<file path="src/rtl/otter_fetch_stage.sv">
// Purpose : Otter RV32I instruction fetch. Owns the PC, drives the instruction memory and hands PC/IR pairs to decode.
// Latency : 1 cycle from IMEM_ADDR to DEC_IR (synchronous memory). Steady-state throughput is 1 instruction per cycle.
// Backpress: STALL holds the PC and the decode outputs, and a one-entry skid keeps the in-flight word. FLUSH kills that word and redirects the PC.
//
// Ports:
//   CLK, RST            rising-edge clock, asynchronous active-high reset
//   STALL, FLUSH        hazard unit controls (FLUSH wins over STALL)
//   PC_src              redirect select: 00 re-fetch PC, 01 JALR, 10 branch, 11 JAL
//   JALR_TGT, BRANCH_TGT, JAL_TGT   redirect targets from execute
//   IMEM_ADDR/IMEM_DATA instruction memory address out, word back one cycle later
//   DEC_PC, DEC_IR, DEC_VALID       decode-facing instruction slot
module otter_fetch_stage #(
  parameter logic [31:0] RESET_VEC = 32'h0000_0000,
  parameter logic [31:0] NOP       = 32'h0000_0013
) (
  input  logic        CLK,
  input  logic        RST,
  input  logic        STALL,
  input  logic        FLUSH,
  input  logic [1:0]  PC_src,
  input  logic [31:0] JALR_TGT,
  input  logic [31:0] BRANCH_TGT,
  input  logic [31:0] JAL_TGT,
  output logic [31:0] IMEM_ADDR,
  input  logic [31:0] IMEM_DATA,
  output logic [31:0] DEC_PC,
  output logic [31:0] DEC_IR,
  output logic        DEC_VALID
);

  logic [31:0] pc_q;       // address currently being requested
  logic [31:0] inf_pc;     // address whose word is on IMEM_DATA now
  logic        inf_valid;
  logic [31:0] skid_ir;    // word captured at the first edge of a stall
  logic        skid_full;

  logic [31:0] sel_tgt;
  logic [31:0] flush_pc;

  always_comb begin
    sel_tgt = pc_q;
    unique case (PC_src)
      2'b00: sel_tgt = pc_q;
      2'b01: sel_tgt = JALR_TGT;
      2'b10: sel_tgt = BRANCH_TGT;
      2'b11: sel_tgt = JAL_TGT;
      default: sel_tgt = pc_q;
    endcase
  end

  // Targets are not range checked, only word aligned.
  assign flush_pc = sel_tgt & ~32'h0000_0003;

  always_ff @(posedge CLK or posedge RST) begin
    if (RST) begin
      pc_q      <= RESET_VEC;
      inf_pc    <= 32'h0000_0000;
      inf_valid <= 1'b0;
      skid_ir   <= NOP;
      skid_full <= 1'b0;
    end else if (FLUSH) begin
      pc_q      <= flush_pc;
      inf_valid <= 1'b0;
      skid_full <= 1'b0;
    end else if (STALL) begin
      // The memory only returns inf_pc's word in the cycle right after it
      // was addressed. Later stall cycles return PC_q's word, so the first
      // word is latched once and held for the rest of the stall episode.
      if (!skid_full && inf_valid) begin
        skid_ir   <= IMEM_DATA;
        skid_full <= 1'b1;
      end
    end else begin
      inf_pc    <= pc_q;
      inf_valid <= 1'b1;
      pc_q      <= pc_q + 32'd4;
      skid_full <= 1'b0;
    end
  end

  assign IMEM_ADDR = pc_q;
  assign DEC_PC    = inf_pc;
  assign DEC_VALID = inf_valid;
  assign DEC_IR    = !inf_valid ? NOP : (skid_full ? skid_ir : IMEM_DATA);

endmodule

</file>
<file path="config.mk">
export PLATFORM = sky130hd
export DESIGN_NAME = otter_fetch_stage
export DESIGN_NICKNAME = d
export VERILOG_FILES = /design/src/rtl/otter_fetch_stage.sv
export SDC_FILE = /design/constraint.sdc
export NUM_CORES = 1
export LEC_CHECK = 0
export CAP_MARGIN = 20
export CORE_MARGIN = 2
export CORE_UTILIZATION = 30
export CTS_CLUSTER_DIAMETER = 200
export DETAILED_ROUTE_END_ITERATION = 12
export SETUP_SLACK_MARGIN = 0.15
export SYNTH_ARGS = -nofsm -noshare
export SYNTH_HDL_FRONTEND = slang
export SYNTH_SLANG_ARGS = --single-unit
export TNS_END_PERCENT = 100
</file>
<file path="constraint.sdc">
create_clock -name CLK -period 4.9 [get_ports CLK]
set_input_delay 0.49 -clock CLK [delete_from_list [all_inputs] [get_ports CLK]]
set_output_delay 0.49 -clock CLK [all_outputs]
set_load 0.02 [all_outputs]
</file>
==> results_tabular.tex <==
\begin{tabular}{lr}
\hline
Metric & Value \\
\hline
\multicolumn{2}{l}{\textbf{Outcome}} \\
Result of the run & complete, no violations \\
\multicolumn{2}{l}{\textbf{Setup path}} \\
Type of element capturing the critical path & output pin \\
Data arrival, critical path & 2.36 ns \\
Critical path origin & skid\_full \\
Worst setup slack for register-to-register paths & 2.37 ns \\
Crit path kind & flip-flop to output pin \\
Reg2reg end & IMEM\_ADDR[28] \\
Worst-path maximum fanout & 34 \\
Launching element type of the critical path & flip-flop \\
Startpoint of the worst register-to-register path & IMEM\_ADDR[2] \\
Worst r2r path cells & 6 \\
Required time at the worst-slack endpoint & 4.41 ns \\
\multicolumn{2}{l}{\textbf{Synth}} \\
Count of flip-flops with a built-in enable after synthesis & 0 \\
Mean instance size in the synthesized netlist & 9.42 µm² \\
Syn Inst Count & 571 \\
Leading cell type by number of instances after synthesis & nand2\_1 \\
Cell taking the most area after synthesis & dfrtp\_1 \\
Share of synthesized area occupied by flip-flops and latches & 43.8\% \\
Number of flip-flops and latches in the synthesized netlist & 94 \\
Post-synthesis async set-or-reset flop share & 100\% \\
Most numerous cell types in the synthesized netlist & nand2\_1 (115), dfrtp\_1 (91), nor2\_1 (50) \\
Warnings, synthesis & 0 \\
Distinct cell type count after synthesis & 60 \\
Top cells by area in the synthesized netlist & dfrtp\_1 (42\%), mux2\_2 (10\%), mux2i\_1 (8.9\%), nand2\_1 (8.0\%), nor2\_1 (3.5\%) \\
Area of the mapped netlist & $\sim$5400 µm² \\
Synth Flop Type & dfrtp\_1 \\
Share of the synthesized area in the top cell type & approximately 42\% \\
\multicolumn{2}{l}{\textbf{Global routing}} \\
Vias in the first global route & between 5000 and 6000 \\
Largest net degree at the start of global routing & 62 \\
Gr ovfl total & 0 \\
Initial antenna violation count & 0 \\
First-pass GRT wire length & $\sim$27 mm \\
GRT Total Usage & 18.7\% \\
\multicolumn{2}{l}{\textbf{Cells and area}} \\
Antenna diodes & 0 \\
Total area of sequential cells & 2360 µm² \\
Final \#Nets & between 900 and 1000 \\
Fill cell count & 1621 \\
Footprint of the multi-input gates & 2820 µm² \\
Syn-to-layout area delta & 49.8\% \\
Share of cells above drive strength 1 & 11.7\% \\
\multicolumn{2}{l}{\textbf{Routing}} \\
Average detailed-routed wire length per instance & 17.7 µm \\
Pre-Repair DR Iteration Count & 4 \\
DRC violation total after the first TritonRoute iteration & 239 \\
Post-detailed-route count of antenna-violating nets & 0 \\
Detailed-route DRC error count & 0 \\
Via Count & 5098 \\
Total Routed Length & 17.7 mm \\
Vias per std cell & 5.10 \\
\multicolumn{2}{l}{\textbf{Die}} \\
Placeable Area & 17400 µm² \\
Number of placement rows & 48 \\
Die ar. & 19000 µm² \\
Die boundary height & approximately 140 µm \\
Die Wd & 138 µm \\
I/O pin cnt & 231 \\
Initial Util & a little under a third \\
\multicolumn{2}{l}{\textbf{Hold path}} \\
Startpoint of the worst hold path & DEC\_PC[15] \\
Classification of the worst-slack hold path & flip-flop to flip-flop \\
Number of cells traversed by the worst hold path & 2 \\
WHS Endpoint & DEC\_PC[15] \\
\multicolumn{2}{l}{\textbf{Timing}} \\
Setup total negative slack & 0 ns \\
Worst slew margin & a little under a third \\
Layout Skew & around 0.0075 ns \\
Top achievable clock speed & 0.351 GHz \\
Transition time at the pin with the least slew margin & 1.02 ns \\
Final setup violating endpoints & 0 \\
Final count of hold timing violations & 0 \\
Final count of pins violating max slew & 0 \\
Hold slack & 0.480 ns \\
Fraction of the cycle the final worst path needs & between 50\% and 60\% \\
RSZ-0062 raised after global routing & no \\
Tmin final & 2.85 ns \\
\multicolumn{2}{l}{\textbf{CTS}} \\
Hold buffer count at CTS & 0 \\
\# resized after CTS & 0 \\
Number of buffers created by CTS & 9 \\
Level count of the clock H-tree & 3 \\
Clock insertion delay at the later pin of the skew report & 0.35 ns \\
Number of buffers on the longest clock path & 2 \\
Number of clock sinks seen by CTS & 94 \\
Clock transition at path regs & 0.07 ns \\
Number of buffers inserted by post-CTS setup repair & 0 \\
CTS tree & yes \\
CTS Root Cell & clkbuf\_16 \\
\multicolumn{2}{l}{\textbf{Place}} \\
Routability Congestion & 0.854 \\
PortBufs & 220 \\
Half-perimeter wire length of the detailed placement result & 13.2 mm \\
\multicolumn{2}{l}{\textbf{Power and ir drop}} \\
Worst IR Drop VDD & 0.170 mV \\
Power density relative to cell area & 323 nW/µm² \\
Leakage dissipation & approximately 0.0033 µW \\
\multicolumn{2}{l}{\textbf{Job}} \\
Number of max-capacitance violations reported & 0 \\
\hline
\end{tabular}
==> final cells by class <==
| class | instances | area share (%) |
|---|---|---|
| Inverter | 9 | 0.450 |
| Multi-Input combinational cell | 429 | 35.0 |
| Sequential cell | 94 | 29.2 |
| Clock inverter | 6 | 0.854 |
| Timing Repair Buffer | 227 | 28.0 |
| Clock buffer | 10 | 2.96 |
| Tap cell | 225 | 3.49 |
==> sequential cells by signal, indices dropped and copies added (netlist names) <==
signal / cells
skid_ir: 32
DEC_PC: 30
IMEM_ADDR: 30
DEC_VALID: 1
skid_full: 1
==> layout by cell type, fill, tap and decap left out, types with 3 or more instances in the layout <==
cell type and count:
a21o_1 4, a21oi_1 15, a221oi_1 4, a22oi_1 7, a31oi_1 3, and4_1 4
buf_4 7, clkbuf_16 9, clkdlybuf4s50_1 220, conb_1 4, dfrtp_1 90, dfstp_2 3
inv_1 8, mux2_2 48, mux2i_1 48, nand2_1 115, nand3_1 14, nand4_1 7
nor2_1 49, nor3_1 6, nor4_1 4, o211ai_1 3, o21ai_0 25, o22ai_1 9
o311ai_0 3, or4_1 3, xnor2_1 6
==> metrics by stage <==
| stage | area [µm²] | worst slack, ns | utilization (%) | total power [µW] | instances |
|---|---|---|---|---|---|
| 6_report | 8060 | 2.05 | 46.3 | 2600 | 1000 |
| 5_1_grt | 8060 | 1.86 | 46.3 | 2740 | 1000 |
| 4_1_cts | 8060 | 2.01 | 46.3 | 2630 | 1000 |
| 3_5_place_dp | 7750 | 1.74 | 44.5 | 1890 | 984 |
| 3_3_place_gp | 7750 | 1.74 | 44.5 | 1870 | 984 |
| 2_1_floorplan | 5390 | 1.97 | - | 1470 | 574 |
==> metal layers <==
metal  GRT usage, %  vias to the layer above  wire, µm
li1               -                     2426         -
met1           22.8                     2411      7300
met2           31.3                      240      8410
met3           4.82                       21      1620
met4           7.48                        0       393
met5              0                        -         0
==> power breakdown <==
part           switching (µW)  internal [µW]
Clock                     317            413
Sequential                142            929
Combinational             385            418
Total                     844           1760
==> worst max path at each step <==
stage,to,depth (start not counted),slack [ns]
after detailed placement,IMEM_ADDR[16],6,1.74
after global placement,IMEM_ADDR[13],5,1.74
after CTS,DEC_IR[3],3,2.01
after floorplan,DEC_PC[10],1,1.97
after global routing,IMEM_ADDR[16],6,1.86
final,DEC_IR[16],3,2.05
==> worst max-delay path: stages, from the launching register on <==
cell and delay (ns):
dfrtp_2 1.02, mux2i_1 0.19, nor2_1 0.14, clkdlybuf4s50_1 0.63
==> cells by family (layout without fill, tap and decap cells) <==
group                      after synthesis  in the layout  share of synthesized area (%)
other                                    1              4                         0.0697
muxes                                   97             97                           19.4
buffers and inverters                   51            252                           4.12
AOI/OAI and AO/OA                       95             95                           11.8
DFF                                     94             94                           43.8
xor gates and xnor gates                 8              8                           1.30
adders and majority gates                1              1                          0.232
and+or+nand+nor                        224            224                           19.3
(Power assumes the default switching activity.)
